<file path="src/rtl/booth_pkg.sv">
// rtl/booth_pkg.sv - shared encodings for the sequential radix-2 Booth multiplier
//
// Holds the FSM state encoding and the Booth operation codes. The op codes
// are indexed directly by {q[0], q_m1}, so a cast of that pair selects the op.
// Optional feature macro used by this bundle: BOOTH_ZERO_BYPASS_EN.
package booth_pkg;

  typedef enum logic [1:0] {
    ST_IDLE = 2'd0,
    ST_RUN  = 2'd1,
    ST_DONE = 2'd2
  } state_t;

  // 00 and 11 both pass A through; 01 adds M; 10 subtracts M.
  typedef enum logic [1:0] {
    OP_PASS  = 2'd0,
    OP_ADD   = 2'd1,
    OP_SUB   = 2'd2,
    OP_PASS2 = 2'd3
  } op_t;

endpackage

</file>
<file path="src/rtl/booth_step.sv">
// rtl/booth_step.sv - one combinational radix-2 Booth iteration
//
// Ports:
//   a, q, q_m1, m   current partial-product state and sign-extended multiplicand
//   a_n, q_n, q_m1_n  state after the add/sub/pass select and arithmetic right shift
module booth_step
  import booth_pkg::*;
#(
  parameter int WIDTH = 16
) (
  input  logic [WIDTH:0]   a,
  input  logic [WIDTH-1:0] q,
  input  logic             q_m1,
  input  logic [WIDTH:0]   m,
  output logic [WIDTH:0]   a_n,
  output logic [WIDTH-1:0] q_n,
  output logic             q_m1_n
);

  op_t            op;
  logic [WIDTH:0] a_sel;

  assign op = op_t'({q[0], q_m1});

  // 4:1 select of {A, A+M, A-M, A}; A and M are one bit wider than the
  // operands, so A-M with M = -2^(WIDTH-1) stays in range.
  always_comb begin
    a_sel = a;
    case (op)
      OP_PASS:  a_sel = a;
      OP_ADD:   a_sel = a + m;
      OP_SUB:   a_sel = a - m;
      OP_PASS2: a_sel = a;
      default:  a_sel = a;
    endcase
  end

  // Arithmetic shift right of {a_sel, q, q_m1}, replicating the a_sel MSB.
  assign a_n    = {a_sel[WIDTH], a_sel[WIDTH:1]};
  assign q_n    = {a_sel[0], q[WIDTH-1:1]};
  assign q_m1_n = q[0];

endmodule

</file>
<file path="src/rtl/booth_seq_ctrl.sv">
// rtl/booth_seq_ctrl.sv - sequential radix-2 Booth signed multiplier with start/done handshake
//
// Ports:
//   clk, rst_n     rising-edge clock, asynchronous active-low reset
//   start          request, sampled only while ready=1
//   multiplicand   signed M, sampled at acceptance
//   multiplier     signed Q, sampled at acceptance
//   ready          high in IDLE or DONE
//   busy           high in RUN
//   done           one-cycle pulse in DONE, product valid
//   product        signed M*Q, held until the next DONE entry
// Optional feature: define BOOTH_ZERO_BYPASS_EN to skip iterations when
// either operand is zero (DONE the cycle after acceptance, product 0).
module booth_seq_ctrl
  import booth_pkg::*;
#(
  parameter int WIDTH = 16,
  parameter int CNT_W = $clog2(WIDTH) + 1
) (
  input  logic               clk,
  input  logic               rst_n,
  input  logic               start,
  input  logic [WIDTH-1:0]   multiplicand,
  input  logic [WIDTH-1:0]   multiplier,
  output logic               ready,
  output logic               busy,
  output logic               done,
  output logic [2*WIDTH-1:0] product
);

  state_t state_q, state_d;

  logic [WIDTH:0]   a_q, m_q;
  logic [WIDTH-1:0] q_q;
  logic             q_m1_q;
  logic [CNT_W-1:0] cnt_q;

  logic [WIDTH:0]   a_n;
  logic [WIDTH-1:0] q_n;
  logic             q_m1_n;

  logic load;
  logic last_iter;
  logic zero_ops;

  booth_step #(.WIDTH(WIDTH)) u_step (
    .a      (a_q),
    .q      (q_q),
    .q_m1   (q_m1_q),
    .m      (m_q),
    .a_n    (a_n),
    .q_n    (q_n),
    .q_m1_n (q_m1_n)
  );

  // cnt_q counts completed iterations; the WIDTH-th one happens when it reads WIDTH-1.
  assign last_iter = (cnt_q == CNT_W'(WIDTH - 1));

`ifdef BOOTH_ZERO_BYPASS_EN
  assign zero_ops = (multiplicand == '0) || (multiplier == '0);
`else
  assign zero_ops = 1'b0;
`endif

  always_comb begin
    state_d = state_q;
    load    = 1'b0;
    case (state_q)
      ST_IDLE: begin
        if (start) begin
          load    = 1'b1;
          state_d = zero_ops ? ST_DONE : ST_RUN;
        end
      end
      ST_RUN: begin
        if (last_iter) state_d = ST_DONE;
      end
      ST_DONE: begin
        // start in DONE reloads immediately; done still pulses this cycle.
        if (start) begin
          load    = 1'b1;
          state_d = zero_ops ? ST_DONE : ST_RUN;
        end else begin
          state_d = ST_IDLE;
        end
      end
      default: state_d = ST_IDLE;
    endcase
  end

  always_ff @(posedge clk or negedge rst_n) begin
    if (!rst_n) begin
      state_q <= ST_IDLE;
      a_q     <= '0;
      q_q     <= '0;
      q_m1_q  <= 1'b0;
      m_q     <= '0;
      cnt_q   <= '0;
      product <= '0;
    end else begin
      state_q <= state_d;
      if (load) begin
        a_q    <= '0;
        m_q    <= {multiplicand[WIDTH-1], multiplicand};
        q_q    <= multiplier;
        q_m1_q <= 1'b0;
        cnt_q  <= '0;
        if (zero_ops) product <= '0;
      end else if (state_q == ST_RUN) begin
        a_q    <= a_n;
        q_q    <= q_n;
        q_m1_q <= q_m1_n;
        cnt_q  <= cnt_q + CNT_W'(1);
        // Product is captured from the final shift as DONE is entered.
        if (last_iter) product <= {a_n[WIDTH-1:0], q_n};
      end
    end
  end

  assign ready = (state_q == ST_IDLE) || (state_q == ST_DONE);
  assign busy  = (state_q == ST_RUN);
  assign done  = (state_q == ST_DONE);

endmodule

</file>
<file path="config.mk">
export PLATFORM = sky130hd
export DESIGN_NAME = booth_seq_ctrl
export DESIGN_NICKNAME = d
export VERILOG_FILES = /design/src/rtl/booth_pkg.sv /design/src/rtl/booth_step.sv /design/src/rtl/booth_seq_ctrl.sv
export SDC_FILE = /design/constraint.sdc
export NUM_CORES = 1
export LEC_CHECK = 0
export ABC_AREA = 1
export CORE_ASPECT_RATIO = 1.75
export CORE_MARGIN = 3
export CORE_UTILIZATION = 40
export DETAILED_ROUTE_END_ITERATION = 10
export GPL_TIMING_DRIVEN = 0
export MAX_ROUTING_LAYER = met4
export SLEW_MARGIN = 0
export SYNTH_ARGS = -nofsm -noshare
export SYNTH_HDL_FRONTEND = slang
export SYNTH_HIERARCHICAL = 1
export SYNTH_SLANG_ARGS = --single-unit
export TNS_END_PERCENT = 10
</file>
<file path="constraint.sdc">
create_clock -name clk -period 4.66 [get_ports clk]
set_input_delay 0.466 -clock clk [delete_from_list [all_inputs] [get_ports clk]]
set_output_delay 0.466 -clock clk [all_outputs]
set_load 0.1 [all_outputs]
</file>
Word-level counts from Yosys, hierarchy flattened
Cells that the tools add are included.
- $add $sub $neg: 3
- equality and inequality tests: 8
- mux-type cells: 15
- bitwise operators: 1
- reduce and logical (&&, ||, !) cells: 8
- operators by type and width (operator ; number):
    17-bit case mux with 3 select lines ; 1
    17-bit two-way mux ; 2
    16-bit two-way mux ; 2
    17-bit adder ; 1
    17-bit subtractor ; 1
    5-bit two-way mux ; 2
    2-bit equality test, second input constant ; 3
    2-bit case mux with 3 select lines ; 1
    5-bit by 1-bit adder with 5-bit output, second input constant ; 1
    5-bit by 4-bit equality test with 1-bit output, second input constant ; 1
    1-bit two-way mux ; 5
    2-bit by 1-bit equality test with 1-bit output, second input constant ; 2
    2-bit logical NOT ; 2
    2-bit two-way mux ; 2
    2-bit OR reduction ; 2
    3-bit AND reduction ; 1
    2-bit by 1-bit inequality test with 1-bit output, second input constant ; 1
    2-bit inequality test, second input constant ; 1
    2-bit AND reduction ; 1
    2-bit nonzero test ; 1
    1-bit logical OR ; 1
    1-bit inverter ; 1
- bits in registers: 89
- input port bits: 35
- output and inout port bits: 35
- logic and storage cells: 42

Longest topological paths before layout
- depth in word-level cells: 5
- mapped depth: 25

Cells and area by module
Netlist, hierarchy kept.
- modules (own cells, without submodules) (module ; instances ; cells each ; area each (um^2)):
    booth_seq_ctrl ; 1 ; 420 ; 3611.0
    booth_step ; 1 ; 312 ; 1669.1

Least setup slack after synthesis
OpenSTA, ideal clock, no wires.
- path type: register -> register
- start: register m_q[0]
- end: register a_q[16]
- library setup time: 116 ps
- data arrival time: 2499 ps
- required time: 4544 ps
- path slack: 2045 ps
- stages on the path, launching flop included: 23
- buffers on the path: 1
- clock period less this slack: 2615 ps
- cells stage by stage: dfrtp_1 -> inv_1 -> ha_1 -> nand3_1 -> nor2_1 -> nor2_1 -> a21oi_2 -> o21ai_1 -> xnor2_1 -> ha_1 -> nand2_1 -> inv_1 -> nand2_1 -> nand2_1 -> a21oi_1 -> nand2_1 -> nand3_1 -> nand3_1 -> nand2_1 -> nand2_1 -> buf_4 -> nand2_1 -> nand2_1
- longest elaborated chain between the ends: 4
- ends and longest elaborated chain (element ; line ; source):
    start, declared ; booth_seq_ctrl.sv:33 ; logic [WIDTH:0] a_q, m_q;
    start signal, assigned ; booth_seq_ctrl.sv:104 ; m_q <= {multiplicand[WIDTH-1], multiplicand};
    17-bit subtractor / 17-bit adder (equally long branches) ; booth_step.sv:32, booth_step.sv:31 ;
    17-bit case mux with 3 select lines * ; booth_step.sv:29 ; case (op)
    named net a_n[15] ; booth_seq_ctrl.sv:38 ; logic [WIDTH:0] a_n;
    17-bit two-way mux * ; booth_seq_ctrl.sv:109 ; end else if (state_q == ST_RUN) begin
    17-bit two-way mux * ; booth_seq_ctrl.sv:102 ; if (load) begin
    end signal, assigned ; booth_seq_ctrl.sv:110 ; a_q <= a_n;
    end, declared ; booth_seq_ctrl.sv:33 ;
The timed path passes the listed nets; every way through them passes the cells marked *. The select of a mux whose other input is x is not followed.
A chain may end at the register's enable or synchronous reset.

Final worst setup path
Ends and elaborated chain as after synthesis.

==> impl_metrics.csv <==
group,metric,value,unit
routing,viasPerCell,4.783,
job,drv_cap,0,
critical_path,worstPathArrival,3.30,ns
timing,rsz0062_at_grt,"false",
critical_path,criticalPathCategory,"reg -> reg",
cells_and_area,nNetsFinal,869,
routing,dr.pass1.iters,6,
clock_tree,ctsLongestPathBuffers,2,
floorplanning,die_w,92.85,um
cells_and_area,multiInputGateArea,2459,sq um
routing,drt_iter0_markers,152,
global_routing,grt_pass1_wl,22.96,mm
cells_and_area,drive_gt1_share,9.535,%
global_routing,antenna_found_initial,0,
place,pre_cts_ws,1.626,ns
critical_path,rrSetupSlack,1.60,ns
worst_hold_path,hold_path.class,"in -> async",
timing,min_period_over_period,65.62,%
yosys,synth.net_count,788,
global_routing,grt_max_degree,63,
place,hpwlAfterDp,10.40,mm
global_routing,globalRouteTotalUtil,20.36,%
yosys,postSynthCellCount,732,
floorplanning,core-area,12700,sq um
routing,wire_per_inst,13.82,um
clock_tree,clk_pin_slew,0.07,ns
timing,hold_viol_final,0,
cells_and_area,num_antenna_cells,0,
global_routing,first_global_vias,4855,
yosys,yosysUniqueCellTypes,37,
yosys,avgSynthCellArea,7.213,sq um
clock_tree,numCtsBuffers,9,
timing,final-setup-viol-count,0,
critical_path,setup.worst_path.start_class,"flop",
timing,slew_headroom,33.35,%
yosys,ys_seq_area_share,42.18,%
timing,fin_crit,3.058,ns
yosys,yosysWarnings,6,
cells_and_area,fill_cells,1306,
timing,clock.fmax,0.3270,GHz
clock_tree,cts_resized,0,
global_routing,overflow,0,
floorplanning,dieArea,14670,sq um
timing,fin_tns_setup,0,ns
critical_path,worstPathMaxFanout,5,
timing,fin_ws,1.602,ns
yosys,netlist_area,5280,sq um
timing,finClkSkew,0.009114,ns
clock_tree,clock-sinks,89,
clock_tree,cts_tree,"built",
floorplanning,initial_core_util,41.57,%
cells_and_area,seq_area,2227,sq um
timing,slew_viol_final,0,
cells_and_area,mostFrequentLayoutCells,"nand2_1, dfrtp_1, inv_1, clkdlybuf4s50_1, o21ai_0",
clock_tree,insertion_delay,0.35,ns
floorplanning,num_rows,54,
place,io_buffers,69,
yosys,ys_ff_latch,89,
routing,num_vias,4716,
cells_and_area,area_growth,22.84,%
clock_tree,post-cts-setup-buffers,0,
clock_tree,ctsHoldBuffers,0,
run_status,status,"complete, no violations",
routing,ant_nets,0,
critical_path,crit_required,4.90,ns
place,place_congestion,0.8961,
critical_path,cp-end-kind,"flop",
routing,drc_errors,0,
routing,wl,13.63,mm
clock_tree,cts-root-buf,"clkbuf_16",
clock_tree,htreeDepth,3,
timing,tightest_slew,0.9966,ns
cells_and_area,mostFrequentLayoutCell,"nand2_1",
floorplanning,num_io_pins,70,
floorplanning,die_height,158.0,um
[state kept, by name (all words and copies together) (netlist names)]
register and flops:
q_q 16, product 32, m_q 16, state_q 2
cnt_q 5, a_q 17, q_m1_q 1
[through the flow]
stage	util, %	area [sq um]	hold WS (ns)	instances
global route	51.06	6486	0.05476	986
detailed placement	48.86	6206	0.4209	970
global placement	48.66	6181	0.4539	969
floorplan	-	5280	0.1704	732
finish	51.06	6486	0.03475	986
CTS	51.06	6486	0.04348	986
[worst paths after layout]
check / startpoint / endpoint / depth (start not counted)
min reg2reg: product[21] / product[21] / 2
max in group asynchronous: rst_n / q_q[10] / 2
min: rst_n / product[18] / 1
min in group clk: product[21] / product[21] / 2
max reg2reg: m_q[0] / a_q[16] / 22
max: m_q[0] / a_q[16] / 22
[Yosys cell counts]
| cell | instances | area [sq um] |
|---|---|---|
| a21o_1 | 2 | 15.01 |
| a21oi_1 | 17 | 85.08 |
| a21oi_2 | 3 | 26.28 |
| a31oi_1 | 1 | 6.260 |
| and2_4 | 1 | 8.760 |
| buf_2 | 9 | 45.04 |
| buf_4 | 19 | 142.6 |
| buf_6 | 6 | 67.56 |
| clkbuf_1 | 4 | 15.01 |
| clkbuf_2 | 1 | 5.000 |
| clkinv_1 | 1 | 3.750 |
| dfrtp_1 | 89 | 2227 |
| fa_1 | 1 | 20.02 |
| ha_1 | 20 | 250.2 |
| inv_1 | 79 | 296.5 |
| inv_2 | 5 | 18.77 |
| nand2_1 | 324 | 1216 |
| nand2_2 | 5 | 31.28 |
| nand3_1 | 24 | 120.1 |
| nand3_2 | 3 | 30.03 |
| nand3b_1 | 3 | 22.52 |
| nand4_1 | 2 | 12.51 |
| nor2_1 | 36 | 135.1 |
| nor2_2 | 5 | 31.28 |
| nor2_4 | 1 | 11.26 |
| nor3_1 | 2 | 10.01 |
| nor3_2 | 2 | 20.02 |
| o21ai_0 | 43 | 215.2 |
| o21ai_1 | 1 | 5.000 |
| o21bai_1 | 3 | 22.52 |
| o21bai_2 | 1 | 11.26 |
| o22ai_1 | 1 | 6.260 |
| o31ai_1 | 1 | 7.510 |
| or2_0 | 1 | 6.260 |
| or2_1 | 3 | 18.77 |
| xnor2_1 | 4 | 35.03 |
| xor2_1 | 9 | 78.83 |
[final cells by class]
| cell class | instances | area share [%] |
|---|---|---|
| well taps | 168 | 3.241 |
| plain buffers | 39 | 4.244 |
| inverters | 85 | 4.919 |
| clock inverters | 6 | 0.7909 |
| clock buffers | 10 | 3.530 |
| repair buffers | 70 | 11.03 |
| flip-flops and latches | 89 | 34.34 |
| multi-input cells | 519 | 37.91 |
[layer usage]
| layer | GRT usage (%) | up-vias | wire length (um) |
|---|---|---|---|
| met3 | 4.137 | 23 | 566 |
| met2 | 37.57 | 95 | 7435 |
| met4 | 6.848 | 0 | 267 |
| met1 | 21.39 | 2202 | 5358 |
| met5 | - | - | 0 |
| li1 | - | 2396 | - |
[logic make-up after synthesis]
family / synth area share, %
DFF: 42.18
and+or+nand+nor: 31.71
buffers and inverters: 11.26
AOI/OAI and AO/OA: 7.583
adders and majority gates: 5.118
xor gates and xnor gates: 2.156
[worst max-delay path: stages (launching register included)]
cell and delay, ns:
dfrtp_1 0.42, inv_1 0.10, ha_1 0.19, nand3_1 0.13, nor2_1 0.19, nor2_1 0.10, a21oi_2 0.18, o21ai_1 0.11
xnor2_1 0.13, ha_1 0.34, nand2_1 0.15, inv_1 0.05, nand2_1 0.06, nand2_1 0.04, a21oi_1 0.11, nand2_1 0.08
nand3_1 0.11, nand3_1 0.08, nand2_1 0.07, nand2_1 0.08, buf_4 0.13, nand2_1 0.05, nand2_1 0.04
Power is left out: the tool's default activity adds up to more than one toggle a clock period on the data nets, which glitch-free logic cannot reach.
